File: src/rtl/wb_stage_buffered.sv
// Writeback stage: forms the register-file write value from the ALU or memory result,
// queues it in an in-order DEPTH-entry buffer, drains one write per cycle over a
// valid/ack port, and offers a youngest-match lookup of pending writes.
module wb_stage_buffered #(
   parameter int unsigned DATA_W    = 16,
   parameter int unsigned ADDR_W    = 3,
   parameter int unsigned DEPTH     = 2,
   parameter bit          ZERO_DROP = 1'b0
) (
   input  logic                           clk_i,
   input  logic                           reset_ni,
   input  logic                           flush_i,
   input  logic                           in_valid_i,
   output logic                           in_ready_o,
   input  logic                           in_reg_write_i,
   input  logic                           in_sel_mem_i,
   input  logic [1:0]                     in_ld_mode_i,
   input  logic [DATA_W-1:0]              in_alu_i,
   input  logic [DATA_W-1:0]              in_mem_i,
   input  logic [ADDR_W-1:0]              in_rd_i,
   output logic                           wr_en_o,
   output logic [ADDR_W-1:0]              wr_addr_o,
   output logic [DATA_W-1:0]              wr_data_o,
   input  logic                           wr_ack_i,
   input  logic [ADDR_W-1:0]              q_addr_i,
   output logic                           q_hit_o,
   output logic [DATA_W-1:0]              q_data_o,
   output logic [$clog2(DEPTH+1)-1:0]     count_o
);

   localparam int unsigned PtrW = $clog2(DEPTH);
   localparam int unsigned CntW = $clog2(DEPTH+1);

   logic [ADDR_W-1:0] addr_q [DEPTH];
   logic [ADDR_W-1:0] addr_d [DEPTH];
   logic [DATA_W-1:0] data_q [DEPTH];
   logic [DATA_W-1:0] data_d [DEPTH];
   logic [PtrW-1:0]   wptr_q, wptr_d;
   logic [PtrW-1:0]   rptr_q, rptr_d;
   logic [CntW-1:0]   count_q, count_d;

   logic              push;
   logic              pop;
   logic [DATA_W-1:0] src;
   logic [DATA_W+15:0] src_wide;
   logic [7:0]        lo_byte;
   logic [7:0]        hi_byte;
   logic [DATA_W-1:0] wdata;

   // Ready and head outputs come from registered state only.
   assign in_ready_o = (count_q < CntW'(DEPTH));
   assign wr_en_o    = (count_q != '0);
   assign wr_addr_o  = wr_en_o ? addr_q[rptr_q] : '0;
   assign wr_data_o  = wr_en_o ? data_q[rptr_q] : '0;
   assign count_o    = count_q;

   assign push = in_valid_i && in_ready_o && in_reg_write_i &&
                 !(ZERO_DROP && (in_rd_i == '0));
   assign pop  = wr_en_o && wr_ack_i;

   // Zero-padded copy so the high byte is well defined for narrow datapaths.
   assign src      = in_sel_mem_i ? in_mem_i : in_alu_i;
   assign src_wide = {16'h0000, src};
   assign lo_byte  = src[7:0];
   assign hi_byte  = src_wide[15:8];

   // Write-value formation: load extension applies to memory data only.
   always_comb begin
      wdata = src;
      if (in_sel_mem_i) begin
         case (in_ld_mode_i)
            2'b01:   wdata = DATA_W'(lo_byte);
            2'b10:   wdata = DATA_W'($signed(lo_byte));
            2'b11:   wdata = DATA_W'(hi_byte);
            default: wdata = src;
         endcase
      end
   end

   // Next-state for buffer, pointers and count; flush overrides push and pop.
   always_comb begin
      addr_d  = addr_q;
      data_d  = data_q;
      wptr_d  = wptr_q;
      rptr_d  = rptr_q;
      count_d = count_q;
      if (flush_i) begin
         wptr_d  = '0;
         rptr_d  = '0;
         count_d = '0;
      end else begin
         if (push) begin
            addr_d[wptr_q] = in_rd_i;
            data_d[wptr_q] = wdata;
            wptr_d         = wptr_q + PtrW'(1);
         end
         if (pop) begin
            rptr_d = rptr_q + PtrW'(1);
         end
         if (push && !pop) begin
            count_d = count_q + CntW'(1);
         end else if (pop && !push) begin
            count_d = count_q - CntW'(1);
         end
      end
   end

   // State registers with synchronous active-low reset.
   always_ff @(posedge clk_i) begin
      if (!reset_ni) begin
         for (int unsigned i = 0; i < DEPTH; i++) begin
            addr_q[i] <= '0;
            data_q[i] <= '0;
         end
         wptr_q  <= '0;
         rptr_q  <= '0;
         count_q <= '0;
      end else begin
         addr_q  <= addr_d;
         data_q  <= data_d;
         wptr_q  <= wptr_d;
         rptr_q  <= rptr_d;
         count_q <= count_d;
      end
   end

   // Lookup: scan oldest to youngest so the youngest valid match is kept last.
   always_comb begin
      logic [PtrW-1:0] idx;
      idx      = '0;
      q_hit_o  = 1'b0;
      q_data_o = '0;
      for (int unsigned k = 0; k < DEPTH; k++) begin
         idx = rptr_q + PtrW'(k);
         if ((CntW'(k) < count_q) && (addr_q[idx] == q_addr_i)) begin
            q_hit_o  = 1'b1;
            q_data_o = data_q[idx];
         end
      end
   end

endmodule

File: config.mk
export PLATFORM = sky130hd
export DESIGN_NAME = wb_stage_buffered
export DESIGN_NICKNAME = d
export VERILOG_FILES = /design/src/rtl/wb_stage_buffered.sv
export SDC_FILE = /design/constraint.sdc
export NUM_CORES = 1
export LEC_CHECK = 0
export ABC_AREA = 1
export ABC_CLOCK_PERIOD_IN_PS = 1500
export BUFFER_PORTS_ARGS = -buffer_cell sky130_fd_sc_hd__buf_2
export CAP_MARGIN = 10
export CORE_MARGIN = 1
export CORE_UTILIZATION = 45
export CTS_BUF_LIST = sky130_fd_sc_hd__clkbuf_2 sky130_fd_sc_hd__clkbuf_4 sky130_fd_sc_hd__clkbuf_8
export DETAILED_ROUTE_END_ITERATION = 10
export PLACE_DENSITY_LB_ADDON = 0.2
export REMOVE_ABC_BUFFERS = 1
export SLEW_MARGIN = 20
export SYNTH_ARGS = -nofsm -noshare
export SYNTH_HDL_FRONTEND = slang
export SYNTH_SLANG_ARGS = --single-unit
File: constraint.sdc
create_clock -name clk_i -period 1.5 [get_ports clk_i]
set_clock_uncertainty 0.05 [all_clocks]
set_input_delay 0.15 -clock clk_i [delete_from_list [all_inputs] [get_ports clk_i]]
set_output_delay 0.15 -clock clk_i [all_outputs]
set_load 0.05 [all_outputs]
==> qor.yml <==
slew_headroom_pct: 68.48
final_core_util_pct: 83.69
power.density_mw_per_mm2: 607.2
insertion_delay_ns: 0.30
final_cell_mix: "nand2_1 (86), buf_2 (49), inv_1 (42)"
die_x_um: 82.09
synth.largest_area_cell: "dfxtp_1"
syn_area_per_cell_um2: 6.208
die-area_mm2: 0.006739
pin_count: 87
synthTopCellsByArea: "dfxtp_1 (29%), nand2_1 (14%), o21ai_0 (12%)"
rr_startpoint: "count_o[1]$_SDFFE_PP0P_"
viasPerCell: 5.902
cts.reportedPaths.clkPinSlew_ns: 0.09
synthDominantCellAreaShare_pct: 29.13
critPathArrivalTime_ns: 1.96
max_freq_ghz: 0.4622
cts_tree: "yes"
layout.nets: 635
finalHoldViolCount: 0
r2r_setup_slack_ns: -0.14
setup_ws_ns: -0.6637
holdWs_ns: 0.07043
hold_start: "in_rd_i[0]"
power_mw: 3.080
ys_seq_area_share_pct: 29.13
layout_commonest_cell: "nand2_1"
yosys_warnings: 0
cp-start-kind: "flop"
setup_viol: 54
antenna_found_initial: 0
slew_viol_final: 0
finalCritPeriodShare_pct: 144.2
n_antenna_cell: 0
drt-initial-drc-count: 333
synth_area_mm2: 0.002887
ir_worst_vdd_mv: 0.5231
clk_path_buf_depth: 2
core_area_mm2: 0.006061
area_growth_pct: 75.73
routed_wl_mm: 12.46
total_leakage_power_nw: 2.189
fillers: 343
async_flop_share_pct: 0
fp.dieH_um: 82.09
drcViolationCount: 2
post-route-min-period_ns: 2.164
gr-total-overflow: 0
layout-drive-gt1-share_pct: 52.73
numCtsBuffers: 5
ys_types: 30
whs_endpoint: "addr_q[0]$_SDFFE_PN0P_"
required_ns: 1.30
place_congestion: 0.8459
hold_class: "in -> reg"
syn_inst: 465
worstRegToRegCells: 8
drt-pass1-iter-count: 8
start_util_pct: 47.63
port-buffer-count: 86
rows: 28
synth_ff_type: "dfxtp_1"
violations: "design-rule violations, negative setup slack"
vias: 3901
grt_setup_unrepaired: "yes"
hpwl_mm: 5.912
htreeDepth: 2
grt_max_degree: 49
grt_pass1_wl_mm: 15.75
cts_num_sinks: 42
grt_usage_pct: 31.22
crit_path_max_fanout: 8
place_area_mm2: 0.003570
worst_pin_slew_ns: 0.4678
path_class: "reg -> out"
status: "finished with violations"
cts_root_buf: "clkbuf_8"
ys_ff_latch: 42
hold_depth: 3
r2r-end: "data_q[9]$_SDFFE_PN0P_"
drv_cap: 0
first_global_vias: 3248
wire_per_inst_um: 18.84
synth_edf_count: 0
ant_nets: 0
crit_path_end_kind: "primary output"
fin_area_mm2: 0.005072
registers in the layout, summed over array words and instances, names as in the netlist:
signal   flops
count_o      2
data_q      32
addr_q       6
wptr_q       1
rptr_q       1
cells in the mapped netlist (2+ instances only):
cell and instances:
nor3_2 2, clkbuf_1 10, buf_6 4, inv_1 45, nor2_1 42, nand3_1 32, dfxtp_1 42, a21oi_1 40
ha_1 3, a21boi_1 2, nor2_4 2, nand2_1 111, o21ai_0 71, inv_2 4, nand2_4 2, nand3_2 11
o21ai_1 9, buf_2 14, nand2_2 6, a31oi_1 3
metrics by stage:
step                cells  setup slack (ns)  setup TNS, ns
detailed placement    631           -0.3085         -6.528
global route          661           -0.7120         -21.51
finish                661           -0.6637         -17.73
global placement      631           -0.2730         -5.430
CTS                   649           -0.4835         -12.56
floorplan             437            -1.470         -78.81
critical path: stages (launching register included):
cell and delay, ns:
dfxtp_2 0.36, inv_4 0.06, ha_4 0.16, nor2_4 0.20, nand2_4 0.10, nor2_8 0.24
buf_12 0.19, nand3_4 0.08, nand2_2 0.11, buf_8 0.15
cells by family after synthesis:
group | after synthesis | synth area share (%)
XOR/XNOR | 1 | 0.3035
AND/OR/NAND/NOR | 211 | 34.20
adder cells (fa/ha/maj) | 3 | 1.301
AO/OA/AOI/OAI | 129 | 23.06
flip-flops | 42 | 29.13
buffers and inverters | 79 | 12.01
routing by layer:
metal	global-route usage, %	up-vias	wire length [um]
met4	11.40	0	486
met3	4.505	54	1256
met1	37.81	1833	4525
li1	-	1761	-
met5	0	-	0
met2	55.62	253	6187
timing repair:
action | 4_1_cts | 5_1_grt
resized for setup | 180 | 155
hold buffers | 0 | 0
gates cloned | 3 | 6
pin swaps | 40 | 40
endpoints found under the setup margin | 60 | 74
setup buffers | 11 | 8
where the power goes:
part	internal, mW	switching (mW)	total (mW)
Clock	0.496	0.438	0.933
Sequential	1.15	0.0398	1.19
Combinational	0.387	0.569	0.956
Total	2.03	1.05	3.08
final cells by class:
type | count | area [um2] | area share (%)
Multi-Input combinational cell | 345 | 2370 | 46.72
Timing Repair Buffer | 139 | 1415 | 27.90
Sequential cell | 42 | 850.8 | 16.77
Inverter | 51 | 220.2 | 4.341
Tap cell | 75 | 93.84 | 1.850
Clock buffer | 5 | 68.82 | 1.357
Clock inverter | 3 | 45.04 | 0.8880
Timing Repair inverter | 1 | 8.758 | 0.1727
worst max-delay path by stage:
stage	startpoint	end	slack (ns)	cells after the start
6_report	count_o[1]$_SDFFE_PP0P_	q_data_o[5]	-0.66	9
5_1_grt	count_o[1]$_SDFFE_PP0P_	q_data_o[5]	-0.71	9
4_1_cts	count_o[1]$_SDFFE_PP0P_	q_data_o[3]	-0.48	12
3_5_place_dp	count_o[0]$_SDFFE_PP0P_	q_data_o[9]	-0.31	11
3_3_place_gp	count_o[1]$_SDFFE_PP0P_	q_data_o[3]	-0.27	9
2_1_floorplan	rptr_q$_SDFFE_PP0P_	q_hit_o	-1.47	8
Note: power is estimated with default switching activity, not from simulation.
